--- src/rtl/mdu_iter.sv ---
// mdu_iter: iterative multiply/divide unit with HI/LO registers.
//   op 00 MULTU, 01 MULT, 10 DIVU, 11 DIV.
//   Signed operations run on magnitudes; signs are reapplied in the FIX state.
//   Optional macro MDU_EARLY_OUT_EN: a zero operand skips CALC and jumps to FIX.
module mdu_iter #(
  parameter int WIDTH = 32,
  parameter int CNT_W = $clog2(WIDTH) + 1
) (
  input  logic             clk,
  input  logic             reset,
  input  logic             start,
  input  logic [1:0]       op,
  input  logic [WIDTH-1:0] a,
  input  logic [WIDTH-1:0] b,
  input  logic             cancel,
  input  logic             wr_hi,
  input  logic             wr_lo,
  input  logic [WIDTH-1:0] wdata,
  output logic             busy,
  output logic             done,
  output logic             divzero,
  output logic [WIDTH-1:0] hi,
  output logic [WIDTH-1:0] lo
);

  typedef enum logic [1:0] {
    S_IDLE = 2'd0,
    S_CALC = 2'd1,
    S_FIX  = 2'd2,
    S_DONE = 2'd3
  } state_t;

  localparam logic [CNT_W-1:0] LAST_ITER = CNT_W'(WIDTH - 1);

  state_t           state_q, state_d;
  logic [CNT_W-1:0] cnt_q, cnt_d;
  logic             is_div_q, is_div_d;
  logic             neg_res_q, neg_res_d;  // product / quotient must be negated
  logic             neg_rem_q, neg_rem_d;  // remainder follows a negative dividend
  logic             dz_q, dz_d;            // divide with b == 0
  // acc: product upper half / partial remainder
  // low: multiplier shifting out, product lower half / dividend shifting out, quotient
  // opnd: multiplicand / divisor magnitude
  logic [WIDTH-1:0] acc_q, acc_d;
  logic [WIDTH-1:0] low_q, low_d;
  logic [WIDTH-1:0] opnd_q, opnd_d;
  logic [WIDTH-1:0] hi_q, hi_d;
  logic [WIDTH-1:0] lo_q, lo_d;

  function automatic logic [WIDTH-1:0] neg_w(input logic [WIDTH-1:0] x);
    return -x;
  endfunction

  function automatic logic [2*WIDTH-1:0] neg_2w(input logic [2*WIDTH-1:0] x);
    return -x;
  endfunction

  // Operand conditioning for a new request
  logic             a_neg, b_neg;
  logic [WIDTH-1:0] mag_a, mag_b;
  logic             accept;

  // One iteration of each algorithm, plus the sign-fixed results
  logic [WIDTH:0]     mul_sum;
  logic [WIDTH:0]     div_shift;
  logic               div_ge;
  logic [WIDTH-1:0]   div_diff;
  logic [2*WIDTH-1:0] prod_fix;

  // Datapath arithmetic shared by the next-state logic
  always_comb begin
    a_neg     = op[0] & a[WIDTH-1];
    b_neg     = op[0] & b[WIDTH-1];
    mag_a     = a_neg ? neg_w(a) : a;
    mag_b     = b_neg ? neg_w(b) : b;
    accept    = start & ~cancel & ((state_q == S_IDLE) | (state_q == S_DONE));
    mul_sum   = {1'b0, acc_q} + {1'b0, (low_q[0] ? opnd_q : '0)};
    div_shift = {acc_q, low_q[WIDTH-1]};
    div_ge    = div_shift >= {1'b0, opnd_q};
    div_diff  = div_shift[WIDTH-1:0] - opnd_q;
    prod_fix  = neg_res_q ? neg_2w({acc_q, low_q}) : {acc_q, low_q};
  end

  // Next-state and next-register logic for the control FSM and datapath
  always_comb begin
    state_d   = state_q;
    cnt_d     = cnt_q;
    is_div_d  = is_div_q;
    neg_res_d = neg_res_q;
    neg_rem_d = neg_rem_q;
    dz_d      = dz_q;
    acc_d     = acc_q;
    low_d     = low_q;
    opnd_d    = opnd_q;
    hi_d      = hi_q;
    lo_d      = lo_q;
    unique case (state_q)
      S_IDLE, S_DONE: begin
        state_d = S_IDLE;
        if (wr_hi) hi_d = wdata;
        if (wr_lo) lo_d = wdata;
        if (accept) begin
          state_d   = S_CALC;
          cnt_d     = '0;
          is_div_d  = op[1];
          neg_res_d = a_neg ^ b_neg;
          neg_rem_d = a_neg;
          dz_d      = op[1] & (b == '0);
          acc_d     = '0;
          low_d     = op[1] ? mag_a : mag_b;
          opnd_d    = op[1] ? mag_b : mag_a;
`ifdef MDU_EARLY_OUT_EN
          // A zero operand has a known result: zero, or |a| as the
          // remainder of a divide by zero (quotient is forced in FIX).
          if ((a == '0) || (b == '0)) begin
            state_d = S_FIX;
            low_d   = '0;
            acc_d   = op[1] ? mag_a : '0;
          end
`endif
        end
      end
      S_CALC: begin
        if (cancel) begin
          state_d = S_IDLE;
        end else begin
          cnt_d = cnt_q + 1'b1;
          if (cnt_q == LAST_ITER) state_d = S_FIX;
          if (is_div_q) begin
            acc_d = div_ge ? div_diff : div_shift[WIDTH-1:0];
            low_d = {low_q[WIDTH-2:0], div_ge};
          end else begin
            acc_d = mul_sum[WIDTH:1];
            low_d = {mul_sum[0], low_q[WIDTH-1:1]};
          end
        end
      end
      S_FIX: begin
        if (cancel) begin
          state_d = S_IDLE;
        end else begin
          state_d = S_DONE;
          if (is_div_q) begin
            hi_d = neg_rem_q ? neg_w(acc_q) : acc_q;
            if (dz_q)           lo_d = '1;
            else if (neg_res_q) lo_d = neg_w(low_q);
            else                lo_d = low_q;
          end else begin
            {hi_d, lo_d} = prod_fix;
          end
        end
      end
      default: state_d = S_IDLE;
    endcase
  end

  // Control and architectural registers; reset wins over everything
  always_ff @(posedge clk) begin
    if (reset) begin
      state_q <= S_IDLE;
      cnt_q   <= '0;
      dz_q    <= 1'b0;
      hi_q    <= '0;
      lo_q    <= '0;
    end else begin
      state_q <= state_d;
      cnt_q   <= cnt_d;
      dz_q    <= dz_d;
      hi_q    <= hi_d;
      lo_q    <= lo_d;
    end
  end

  // Working registers only matter between accept and FIX, so no reset
  always_ff @(posedge clk) begin
    is_div_q  <= is_div_d;
    neg_res_q <= neg_res_d;
    neg_rem_q <= neg_rem_d;
    acc_q     <= acc_d;
    low_q     <= low_d;
    opnd_q    <= opnd_d;
  end

  assign busy    = (state_q == S_CALC) | (state_q == S_FIX);
  assign done    = (state_q == S_DONE);
  assign divzero = (state_q == S_DONE) & dz_q;
  assign hi      = hi_q;
  assign lo      = lo_q;

endmodule

--- config.mk ---
export PLATFORM = sky130hd
export DESIGN_NAME = mdu_iter
export DESIGN_NICKNAME = d
export VERILOG_FILES = /design/src/rtl/mdu_iter.sv
export SDC_FILE = /design/constraint.sdc
export NUM_CORES = 1
export LEC_CHECK = 0
export CORE_MARGIN = 5
export CORE_UTILIZATION = 56
export CTS_CLUSTER_SIZE = 25
export DETAILED_ROUTE_END_ITERATION = 7
export GPL_TIMING_DRIVEN = 1
export PLACE_DENSITY_LB_ADDON = 0.08
export SYNTH_ARGS = -nofsm -noshare
export SYNTH_HDL_FRONTEND = slang
export SYNTH_SLANG_ARGS = --single-unit
--- constraint.sdc ---
create_clock -name clk -period 8 [get_ports clk]
set_input_delay 1.6 -clock clk [delete_from_list [all_inputs] [get_ports clk]]
set_output_delay 1.6 -clock clk [all_outputs]
set_load 0.01 [all_outputs]
== Word-level counts from Yosys, hierarchy flattened ==
Cells that the tools add are included.
W data, S select, Z words.

* Register bits after elaboration: 172
* Bits in latches: 0
* RAM bits: 0
* ROM bits: 0
* Bits of input ports: 104
* Output and inout port bits: 67
* Word-level logic and storage cells: 83
* Memories: 0

* Add/subtract/negate cells: 8
* Multipliers: 0
* Div/mod/pow operators: 0
* $lt $le $gt $ge: 1
* Equality and inequality tests: 10
* Shift operators: 0
* Mux-type cells: 34
* Bitwise gates (word level): 10
* Reductions and logical operators: 9

{| class="wikitable"
|+ Operators by type and width
! kind !! number
|-
| $mux W32 || 21
|-
| $pmux W32 S2 || 4
|-
| $neg A32 Y32 || 4
|-
| $mux W64 || 1
|-
| $neg A64 Y64 || 1
|-
| $add A32 B32 Y33 || 1
|-
| $ge A33 B32 Y1 || 1
|-
| $logic_not A32 Y1 || 1
|-
| $sub A32 B32 Y32 || 1
|-
| $mux W6 || 2
|-
| $pmux W6 S2 || 1
|-
| $ne A2 B2 Y1 const B || 5
|-
| $reduce_and A3 Y1 || 3
|-
| $add A6 B1 Y6 const B || 1
|-
| $and A1 B1 Y1 || 6
|-
| $eq A6 B5 Y1 const B || 1
|-
| $mux W2 || 3
|-
| $pmux W2 S3 || 1
|-
| $eq A2 B2 Y1 const B || 2
|-
| $reduce_bool A2 Y1 || 2
|-
| $ne A3 B3 Y1 const B || 1
|-
| $eq A2 B1 Y1 const B || 1
|-
| $logic_not A2 Y1 || 1
|-
| $or A1 B1 Y1 || 2
|-
| other kinds (5) || 5
|}

== Logic depth before layout (Yosys ltp) ==
Gate-level depths: netlist (run 1).

* Depth in word-level cells: 6
* Depth in mapped cells: 14
* Gate-level depth less buffers: 12

== Worst setup path before layout (run 1) ==
No wires, ideal clock.

* Path kind: input -> register
* Start point: input port start
* End point: register cnt_q[5]
* Library setup time: 0.070 ns
* Data arrival time: 6.076 ns
* Required time: 7.930 ns
* Slack: 1.854 ns
* Cell stages on the path: 5
* Path buffers: 0
* Cell sequence: nand2_1 a21oi_1 nand4_1 or3_1 a21oi_1

* Word-level cells in the longest chain between the ends: 4

{| class="wikitable"
|+ RTL lines
! item !! RTL line !! RTL
|-
| start, declared || 11 || <nowiki>input logic start,</nowiki>
|-
| $and A1 B1 Y1 (2 in a row) || 76 || <nowiki>accept = start & ~cancel & ((state_q == S_IDLE) | (state_q == S_DONE));</nowiki>
|-
| $ne A2 B2 Y1 (no line) || -- ||
|-
| $reduce_and A3 Y1 (no line) || -- ||
|-
| end signal, assigned || 167 || <nowiki>cnt_q <= cnt_d;</nowiki>
|-
| end, declared || 36 || <nowiki>logic [CNT_W-1:0] cnt_q, cnt_d;</nowiki>
|}

No other way between the ends.
A chain may end at the register's enable or synchronous reset.

== Worst setup path after layout (run 1) ==
* Start point: register low_q[0]
* End point: register acc_q[28], data pin

* Word-level cells in the longest chain between the ends: 5

{| class="wikitable"
|+ RTL lines
! item !! RTL line !! RTL
|-
| start, declared || 45 || <nowiki>logic [WIDTH-1:0] low_q, low_d;</nowiki>
|-
| start signal, assigned || 180 || <nowiki>low_q <= low_d;</nowiki>
|-
| $mux W32 || 77 || <nowiki>mul_sum = {1'b0, acc_q} + {1'b0, (low_q[0] ? opnd_q : '0)};</nowiki>
|-
| $add A32 B32 Y33 || 77 ||
|-
| $mux W32 || 129 || <nowiki>if (is_div_q) begin</nowiki>
|-
| $mux W32 || 124 || <nowiki>if (cancel) begin</nowiki>
|-
| $pmux W32 S2 || 97 || <nowiki>unique case (state_q)</nowiki>
|-
| end signal, assigned || 179 || <nowiki>acc_q <= acc_d;</nowiki>
|-
| end, declared || 44 || <nowiki>logic [WIDTH-1:0] acc_q, acc_d;</nowiki>
|}

No other way between the ends. The select of a mux whose other input is x is not followed.

==> results by group, run 1 <==
Floorplan
  – Core Region: around 0.026 mm²
  – Die H: between 150 and 200 µm
  – Num ports: 171
  – FP Rows: 59
  – Die ar.: 0.0296 mm²
  – Initial Util: between 50% and 60%
  – Die W: 172 µm

Min path
  – Min-delay src: lo[1]$_SDFFE_PP0P_
  – End of the worst hold path: lo[1]$_SDFFE_PP0P_
  – Hold Path Cell Cnt: 2
  – Min-delay worst type: register to register

Timing
  – Clk_skew: 18.3 ps
  – Clock period minus final worst setup slack: between 4000 and 5000 ps
  – Slew @ Worst Pin: about 1100 ps
  – Fin. Hold Viols: 0
  – Pins Over Slew Limit: 0
  – FMAX: 221 MHz
  – Final Setup Violations: 0
  – Total negative slack: 0 ps
  – RSZ-0062 raised after global routing: no
  – Relative slew slack: between 20% and 30%
  – Final period utilization: approximately 57%
  – Fin worst setup slack: ~3500 ps

Synthesis
  – Synth Area per Inst: between 8 and 9 µm²
  – Synth Cell Area: roughly 0.015 mm²
  – Synth top area share: between 20% and 30%
  – Largest cells by area after synthesis: edfxtp_1 20%, dfxtp_1 10%, mux2i_1 7.3%
  – Syn Nets: between 1500 and 2000
  – Top-count cell post-synth: nor2_1
  – EDFF count, synth: a little under 100
  – Number of synthesized register bits: around 170
  – Most area-hungry cell type in the Yosys netlist: edfxtp_1
  – Synth top cells by count: 204 x nor2_1, 169 x a21oi_1, 158 x nand2_1, 117 x xnor2_1, 107 x mux2i_1
  – Ys Warns: 0
  – Count of cell types in the netlist: around 80
  – Top FF cell, synth: edfxtp_1
  – Mapped Cells: between 1500 and 2000
  – Async set-reset flop share out of synthesis: 0%
  – Sequential area share after synthesis: 30.2%

Layout
  – Final nets: just over 2000
  – Non-filler cells, final: about 2200
  – Area Growth Syn to Fin: 16.9%
  – # diodes: 0
  – Layout cells sized above 1: between 4 and 5%
  – Finished Core Util: between 60% and 70%

Status
  – Status: complete, no violations

Global routing
  – GR Util All Layers: roughly a third
  – Vias in the first global route: ~13000
  – First-pass GRT wire length: about 74000 µm
  – Largest net degree at the start of global routing: 85
  – Antenna violations before repair: 0
  – GRT overflow: 0

Drt
  – DRT iter0 DRCs: 1742
  – Antenna-violating nets left: 0
  – Drt first pass iters: 5
  – Mean number of vias per cell: 6.42
  – Final wirelength: 48400 µm
  – Avg WL per Cell: between 20 and 25 µm
  – Remaining DRCs: 0
  – Routed vias: between 10000 and 15000

Setup path
  – CP cell instances: inv_1 > nor2_1 > ha_1 > a21oi_1 > o22ai_1 > a2111oi_1 > o22ai_1 > a2111oi_0 > o211ai_1 > o21ai_0 > mux2i_1 > o21ai_1
  – Crit path launch type: register
  – Max stage delay on crit path: 790 ps
  – CP Capture Type: register
  – Worst Path Required: just over 8000 ps
  – Crit path kind: register to register
  – Buf+Inv Stages, Crit Path: 1
  – CP arrival: between 4000 and 5000 ps
  – Reg-to-Reg End: acc_q[28]$_SDFFCE_PN0P_
  – Critical Path Fanout Max: 11
  – Reg2Reg Setup Slack: 3470 ps
  – Crit path max-delay cell type: a2111oi_1
  – Worst reg2reg startpoint: low_q[0]$_DFFE_PP_
  – Most frequent CP cell: o22ai_1
  – Reg2reg path depth: 12
  – CP top delay family: compound AO/OA/AOI/OAI gates

Power and ir drop
  – Pwr/cell area: about 160 mW/mm²
  – Maximum vdd drop: 0.173 mV
  – Net Sw Frac: around 35%
  – Int Power: around 0.0018 W
  – Net Sw Power: 0.000948 W
  – Tot Pwr: about 0.0027 W
  – Static leakage: between 6 and 7 nW
  – Sequential Power Share: around two fifths
  – Logic pwr share: between 20 and 30%
  – Clock power frac: between 30% and 40%

Clocking
  – Clock slew at reported path FFs: roughly 80 ps
  – Cts repair resizes: 0
  – Post-CTS Hold Fix Bufs: 0
  – TritonCTS clock tree: yes
  – Setup Fix Bufs, Post-CTS: 0
  – Maximum clock insertion buffer count: 2
  – CTS root buffer: clkbuf_16
  – CTS buffer count: 17
  – H-tree Lvls: 4
  – Clock latency on the worst-skew pair: ~440 ps
  – CTS sink count: around 170

Placed design
  – DP Wirelength: 37500 µm
  – Number of I/O port buffers: between 150 and 200
  – Placed insts: 2210
  – Pre-CTS WS: 3210 ps
  – RD Place Congestion: just under 1

Job
  – # Max-Cap Violations: 0
==> layer usage <==
metal	global-route usage [%]	routed length, µm	up-vias
met3	4.37	4070	106
met1	44.9	20700	6796
met5	0	0	-
met4	11.2	1690	0
met2	49.9	21900	742
li1	-	-	6753
==> cell usage in the layout, fill, tap and decap left out, drive strengths merged, types with 22 or more instances in the layout <==
cell type / n
a211oi: 42
a21o: 29
a21oi: 169
a31oi: 22
clkdlybuf4s50: 168
dfxtp: 73
edfxtp: 99
ha: 72
inv: 88
mux2i: 107
nand2: 161
nand3: 26
nor2: 206
nor3: 39
o21ai: 106
o221ai: 30
o31ai: 24
xnor2: 117
xor2: 53
==> through the flow <==
stage	hold slack (ps)	instance area (µm²)
6_report	457	17200
5_1_grt	475	17200
4_1_cts	456	17200
3_5_place_dp	446	16600
3_3_place_gp	441	16600
2_1_floorplan	463	14700
==> power groups by stage <==
stage | logic, W | registers (W) | clock network, W
3_5_place_dp | 0.000778 | 0.00108 | 0
5_1_grt | 0.000859 | 0.00106 | 0.000925
2_1_floorplan | 0.000503 | 0.00107 | 0
4_1_cts | 0.000781 | 0.00106 | 0.000885
6_report | 0.000795 | 0.00106 | 0.000884
3_3_place_gp | 0.000766 | 0.00108 | 0
==> worst max-delay path by stage <==
stage,from,endpoint,slack [ps],cells past startpoint
after floorplan,start,cnt_q[5]$_SDFFE_PP0P_,1850,5
after global placement,b[4],low_q[27]$_DFFE_PP_,3240,10
after detailed placement,b[4],low_q[27]$_DFFE_PP_,3210,10
after CTS,low_q[0]$_DFFE_PP_,acc_q[28]$_SDFFCE_PN0P_,3580,12
after global routing,b[4],low_q[27]$_DFFE_PP_,3350,10
final,low_q[0]$_DFFE_PP_,acc_q[28]$_SDFFCE_PN0P_,3470,12
==> cell type report <==
class | instances | area [µm²]
Multi-Input combinational cell | 1439 | 9600
Fill cell | 2252 | 8740
Sequential cell | 172 | 4430
Timing Repair Buffer | 185 | 1800
Clock buffer | 19 | 464
Tap cell | 335 | 419
Inverter | 79 | 297
Clock inverter | 13 | 158
==> tightest hold or removal path: stages (launching register included) <==
cell	delay [ps]
dfxtp_1	310
nand2_1	50
a21oi_1	50
==> state kept, by name (all words and copies together) (netlist names) <==
name       flops
is_div_q       1
cnt_q          6
opnd_q        32
hi            32
state_q        2
lo            32
neg_rem_q      1
low_q         32
neg_res_q      1
acc_q         32
dz_q           1
==> cells by family (layout without fill, tap and decap cells) <==
family / count (synthesis) / after routing / share of synthesized area, %
simple gates: 562 / 562 / 17.9
xor+xnor: 170 / 170 / 10.1
compound gates: 523 / 523 / 23.1
buf+inv: 172 / 296 / 4.64
fa+ha+maj: 74 / 74 / 6.41
flops: 172 / 172 / 30.2
mux: 110 / 110 / 7.52
(Power assumes the default switching activity.)
==> inputs of run 2 (changes only) <==
==> constraint.sdc (replaced) <==
create_clock -name clk -period 4.6 [get_ports clk]
set_input_delay 0.92 -clock clk [delete_from_list [all_inputs] [get_ports clk]]
set_output_delay 0.92 -clock clk [all_outputs]
set_load 0.01 [all_outputs]
==> run 2 against run 1 <==
Effect of this change:
- first-iteration DRC count down 1.3%
- wire length up 5.9%
- global-route usage increased by 2.1 points
- non-clock buffer count up 21
- core utilization is 0.76 points higher
- critical path type unchanged
- register-to-register slack worse by 2800 ps
- highest routed layer is now met5
- die area unchanged
- clock skew is 2.4 ps lower
- sequential power increased by 74%
- design area grew 1.1%
- fmax grew 15%
- via count shrank 0.32%
==> results by group, run 2 (same netlist as run 1, synthesis figures left out) <==
Status
  – Status: complete, no violations

Floorplan
  – Num ports: approximately 170
  – Die H: 172 µm
  – Initial Util: around 57%
  – Die W: 172 µm
  – Core Region: ~0.026 mm²
  – Die ar.: between 0.02 and 0.03 mm²
  – FP Rows: a little under 60

Layout
  – Multi-input logic area: about 0.0096 mm²
  – Layout cells sized above 1: around 6%
  – Commonest non-fill, non-tap cells in the layout: 203 x nor2_1, 168 x a21oi_1, 168 x clkdlybuf4s50_1, 158 x nand2_1, 117 x xnor2_1
  – Fill cells: around 2200
  – Fin area: ~0.017 mm²
  – Seq. cell area: 0.00443 mm²
  – Final nets: between 2000 and 2500
  – # diodes: 0
  – Area Growth Syn to Fin: 18.3%
  – Commonest non-fill, non-tap cell in the layout: nor2_1

Clocking
  – TritonCTS clock tree: yes
  – CTS buffer count: 17
  – H-tree Lvls: 4
  – Clock latency on the worst-skew pair: between 400 and 500 ps
  – Cts repair resizes: 0
  – Setup Fix Bufs, Post-CTS: 0
  – Clock slew at reported path FFs: approximately 80 ps
  – CTS sink count: 172
  – CTS root buffer: clkbuf_16
  – Post-CTS Hold Fix Bufs: 0
  – Maximum clock insertion buffer count: 2

Setup path
  – Crit path max-delay cell type: a2111oi_0
  – CP cell instances: inv_1 > buf_4 > nor2_1 > ha_1 > a2111oi_0 > a21oi_1 > or3_1 > o21ba_2 > a221o_1 > a22oi_1 > mux2i_1 > a211oi_1
  – Crit path kind: register to register
  – Max stage delay on crit path: 490 ps
  – CP arrival: approximately 4100 ps
  – Worst Path Required: roughly 4800 ps
  – Buf+Inv Stages, Crit Path: 2
  – CP top delay family: compound AO/OA/AOI/OAI gates
  – Crit path launch type: register
  – CP Capture Type: register
  – Critical Path Fanout Max: 24

Timing
  – Relative slew slack: between 20% and 30%
  – Pins Over Slew Limit: 0
  – Final period utilization: 85.6%
  – RSZ-0062 raised after global routing: no
  – Slew @ Worst Pin: 1130 ps
  – Fin. Hold Viols: 0
  – Total negative slack: 0 ps
  – Clock period minus final worst setup slack: slightly below 4000 ps
  – FMAX: around 250 MHz
  – Final Setup Violations: 0
  – Clk_skew: between 15 and 20 ps

Job
  – # Max-Cap Violations: 0

Global routing
  – Antenna violations before repair: 1
  – GR Util All Layers: approximately a third
  – Largest net degree at the start of global routing: ~80
  – Vias in the first global route: 13200
  – GRT overflow: 0
  – First-pass GRT wire length: between 70000 and 80000 µm

Placed design
  – Cell Area, Placed: approximately 0.017 mm²
  – DP Wirelength: about 40000 µm
  – RD Place Congestion: between 1 and 1.5
  – Number of I/O port buffers: 170

Drt
  – Drt first pass iters: 8
  – DRT iter0 DRCs: 1719
  – Antenna-violating nets left: 0
  – Mean number of vias per cell: 6.34
  – Routed vias: 14400
  – Remaining DRCs: 0
  – Final wirelength: 51200 µm
  – Avg WL per Cell: between 20 and 25 µm

Power and ir drop
  – Pwr/cell area: ~280 mW/mm²
  – Static leakage: 6.80 nW
  – Maximum vdd drop: ~0.19 mV

Min path
  – Min-delay worst type: register to register
## run 2: changes by cell type in the layout (fill, tap and decap cells not counted)
cell       before  now
inv_6           1    2
buf_12          0    2
clkbuf_16      18   19
buf_4          15   34
inv_8           6    4
clkinv_8        1    3
clkbuf_8        1    0
inv_12          3    2
## run 2: cell type report
type	count	area share, %
repair buffers	206	11.4
clock buffers	19	2.74
well taps	335	2.41
clock inverters	13	0.922
inverters	79	1.71
multi-input cells	1439	55.3
flip-flops and latches	172	25.5
## run 2: worst paths after layout
path	slack [ps]	cells past startpoint	end	start
hold / removal	450	2	lo[25]$_SDFFE_PP0P_	lo[25]$_SDFFE_PP0P_
setup / recovery	660	12	acc_q[29]$_SDFFCE_PN0P_	low_q[0]$_DFFE_PP_
setup reg to reg	660	12	acc_q[29]$_SDFFCE_PN0P_	low_q[0]$_DFFE_PP_
hold reg to reg	450	2	lo[25]$_SDFFE_PP0P_	lo[25]$_SDFFE_PP0P_
## run 2: routing by layer
metal	GRT usage (%)	vias up	share of wire, %
met5	0	-	0.027
met4	10.7	4	3.2
met3	6.72	91	9.8
met2	50.8	716	43
met1	48.9	6764	44
li1	-	6776	-
## run 2: worst register-to-register path, cell delays in order (launching register included)
cell,delay (ps)
edfxtp_1,390
inv_1,280
buf_4,370
nor2_1,100
ha_1,370
a2111oi_0,490
a21oi_1,150
or3_1,320
o21ba_2,240
a221o_1,370
a22oi_1,270
mux2i_1,260
a211oi_1,60
## run 2: through the flow
step / setup slack [ps] / util, % / std cells / hold WS [ps] / total power, W
finish: 660 / 67.0 / 2263 / 454 / 0.00483
floorplan: 656 / - / 1783 / 463 / 0.00273
global route: 498 / 67.0 / 2263 / 474 / 0.00501
detailed placement: 572 / 64.6 / 2231 / 443 / 0.00326
CTS: 711 / 67.0 / 2263 / 454 / 0.00479
global placement: 649 / 64.6 / 2231 / 440 / 0.00324
## run 2: report_power, final
part           internal, W  leakage [nW]  total (W)  switching, W
logic             0.000600          4.96    0.00143      0.000830
registers          0.00174          1.54    0.00184      0.000101
clock network     0.000806         0.307    0.00156      0.000751
==> inputs of run 3 (changes only) <==
--- a/config.mk
+++ b/config.mk
@@ -5,6 +5,7 @@
 export SDC_FILE = /design/constraint.sdc
 export NUM_CORES = 1
 export LEC_CHECK = 0
+export CORE_ASPECT_RATIO = 0.6
 export CORE_MARGIN = 5
 export CORE_UTILIZATION = 56
 export CTS_CLUSTER_SIZE = 25
==> run 3 against run 2 <==
Effect of this change:
- register-to-register slack got worse by 120 ps
- flip-flop and latch count did not move
- count of clock-buffer cells in the layout fell by 2
- largest cell class unchanged
- clock skew rose by 8.3 ps
- combinational power barely moved
- critical path type unchanged
- global-route usage rose by 0.63 points
- setup slack got worse by 120 ps
- design area fell by 0.35%
==> results by group, run 3 (same netlist as run 1, synthesis figures left out) <==
Placed design
  – Placed insts: roughly 2200
  – RD Place Congestion: between 0.9 and 1
  – Cell Area, Placed: around 0.017 mm²
  – Pre-CTS WS: 562 ps
  – DP Wirelength: around 42000 µm
  – Number of I/O port buffers: 170

Setup path
  – Crit path max-delay cell type: edfxtp_1
  – Crit path kind: register to register
  – CP top delay family: simple AND/OR/NAND/NOR gates
  – Critical Path Fanout Max: 33
  – Reg2Reg Setup Slack: 540 ps
  – CP Capture Type: register
  – CP cell instances: ha_1 > nand2_1 > or3_1 > or3_4 > o41ai_4 > o31ai_4 > nor2_8 > buf_4 > o21ai_1 > a31o_1 > and3_1
  – Worst Path Required: 4810 ps
  – Max stage delay on crit path: 530 ps
  – Worst reg2reg startpoint: acc_q[9]$_SDFFCE_PN0P_
  – CP arrival: around 4300 ps
  – Worst Setup SP: acc_q[9]$_SDFFCE_PN0P_
  – Crit path launch type: register
  – Buf+Inv Stages, Crit Path: 1

Clocking
  – Clock slew at reported path FFs: 70 ps
  – CTS sink count: approximately 170
  – Maximum clock insertion buffer count: 2
  – CTS root buffer: clkbuf_16
  – CTS buffer count: 17
  – Post-CTS Hold Fix Bufs: 0
  – Clock latency on the worst-skew pair: roughly 470 ps
  – Setup Fix Bufs, Post-CTS: 0
  – TritonCTS clock tree: yes
  – H-tree Lvls: 4
  – Cts repair resizes: 0

Floorplan
  – Die H: between 100 and 150 µm
  – Die W: between 200 and 250 µm
  – Num ports: between 150 and 200
  – FP Rows: 45
  – Die ar.: 0.0297 mm²
  – Initial Util: between 50% and 60%
  – Core Region: 0.0256 mm²

Power and ir drop
  – Maximum vdd drop: ~0.23 mV
  – Static leakage: around 6.8 nW
  – Pwr/cell area: around 280 mW/mm²

Timing
  – Relative slew slack: approximately 25%
  – Slew @ Worst Pin: ~1100 ps
  – Total negative slack: 0 ps
  – Clock period minus final worst setup slack: around 4100 ps
  – Clk_skew: 24.3 ps
  – Fin worst setup slack: ~540 ps
  – Fin. Hold Viols: 0
  – Final Setup Violations: 0
  – Pins Over Slew Limit: 0
  – Final period utilization: 88.3%
  – RSZ-0062 raised after global routing: no
  – FMAX: 246 MHz

Drt
  – Drt first pass iters: 6
  – DRT iter0 DRCs: roughly 2600
  – Antenna-violating nets left: 0
  – Remaining DRCs: 0
  – Mean number of vias per cell: roughly 6.5
  – Routed vias: ~15000
  – Final wirelength: between 50000 and 60000 µm
  – Avg WL per Cell: 23.2 µm

Layout
  – # diodes: 0
  – Commonest non-fill, non-tap cell in the layout: nor2_1
  – Non-filler cells, final: 2277
  – Fill cells: between 2000 and 2500
  – Final nets: 2090
  – Commonest non-fill, non-tap cells in the layout: 203 x nor2_1, 168 x a21oi_1, 168 x clkdlybuf4s50_1, 158 x nand2_1, 117 x xnor2_1
  – Fin area: about 0.017 mm²
  – Finished Core Util: around two thirds
  – Area Growth Syn to Fin: 17.9%
  – Layout cells sized above 1: ~5.7%

Min path
  – Min-delay src: lo[11]$_SDFFE_PP0P_
  – Min-delay worst type: register to register

Global routing
  – GR Util All Layers: roughly 34%
  – First-pass GRT wire length: approximately 80000 µm
  – Largest net degree at the start of global routing: a little over 80
  – GRT overflow: 0
  – Vias in the first global route: 13100
  – Antenna violations before repair: 1

Job
  – # Max-Cap Violations: 0

Status
  – Status: complete, no violations
## run 3: where the power goes
part | leakage [nW] | switching, W | total (W) | internal, W
Sequential | 1.54 | 0.0000969 | 0.00184 | 0.00174
Combinational | 4.94 | 0.000854 | 0.00145 | 0.000594
Clock | 0.280 | 0.000684 | 0.00149 | 0.000808
Total | 6.76 | 0.00163 | 0.00478 | 0.00314
## run 3: path summary, 6_finish.rpt
kind / end / depth (start not counted)
setup / recovery: acc_q[26]$_SDFFCE_PN0P_ / 11
hold / removal: lo[11]$_SDFFE_PP0P_ / 2
setup reg to reg: acc_q[26]$_SDFFCE_PN0P_ / 11
hold reg to reg: lo[11]$_SDFFE_PP0P_ / 2
## run 3: stage by stage
stage,power (W),hold WS (ps)
finish,0.00478,453
global route,0.00494,472
CTS,0.00473,452
detailed placement,0.00327,444
global placement,0.00325,441
floorplan,0.00273,463
## run 3: tightest hold or removal path, delay by kind of cell (launching register included)
| family | cells | cell delay (ps) |
|---|---|---|
| DFF | 1 | 310 |
| and+or+nand+nor | 1 | 50 |
| AOI/OAI and AO/OA | 1 | 50 |
## run 3: per-layer routing
| metal | vias to the layer above | part of all wire (%) | track usage (%) |
|---|---|---|---|
| met3 | 65 | 14 | 8.69 |
| li1 | 6782 | - | - |
| met2 | 1044 | 38 | 45.2 |
| met1 | 6970 | 46 | 55.9 |
| met5 | - | 0.025 | 0 |
| met4 | 2 | 1.5 | 6.06 |
## run 3: final cells by class
class                           count  area, µm²  area share, %
Multi-Input combinational cell   1439       9600           55.4
Sequential cell                   172       4430           25.6
Timing Repair Buffer              203       1950           11.3
Tap cell                          352        440           2.54
Clock buffer                       17        425           2.46
Inverter                           79        297           1.71
Clock inverter                     15        163          0.940
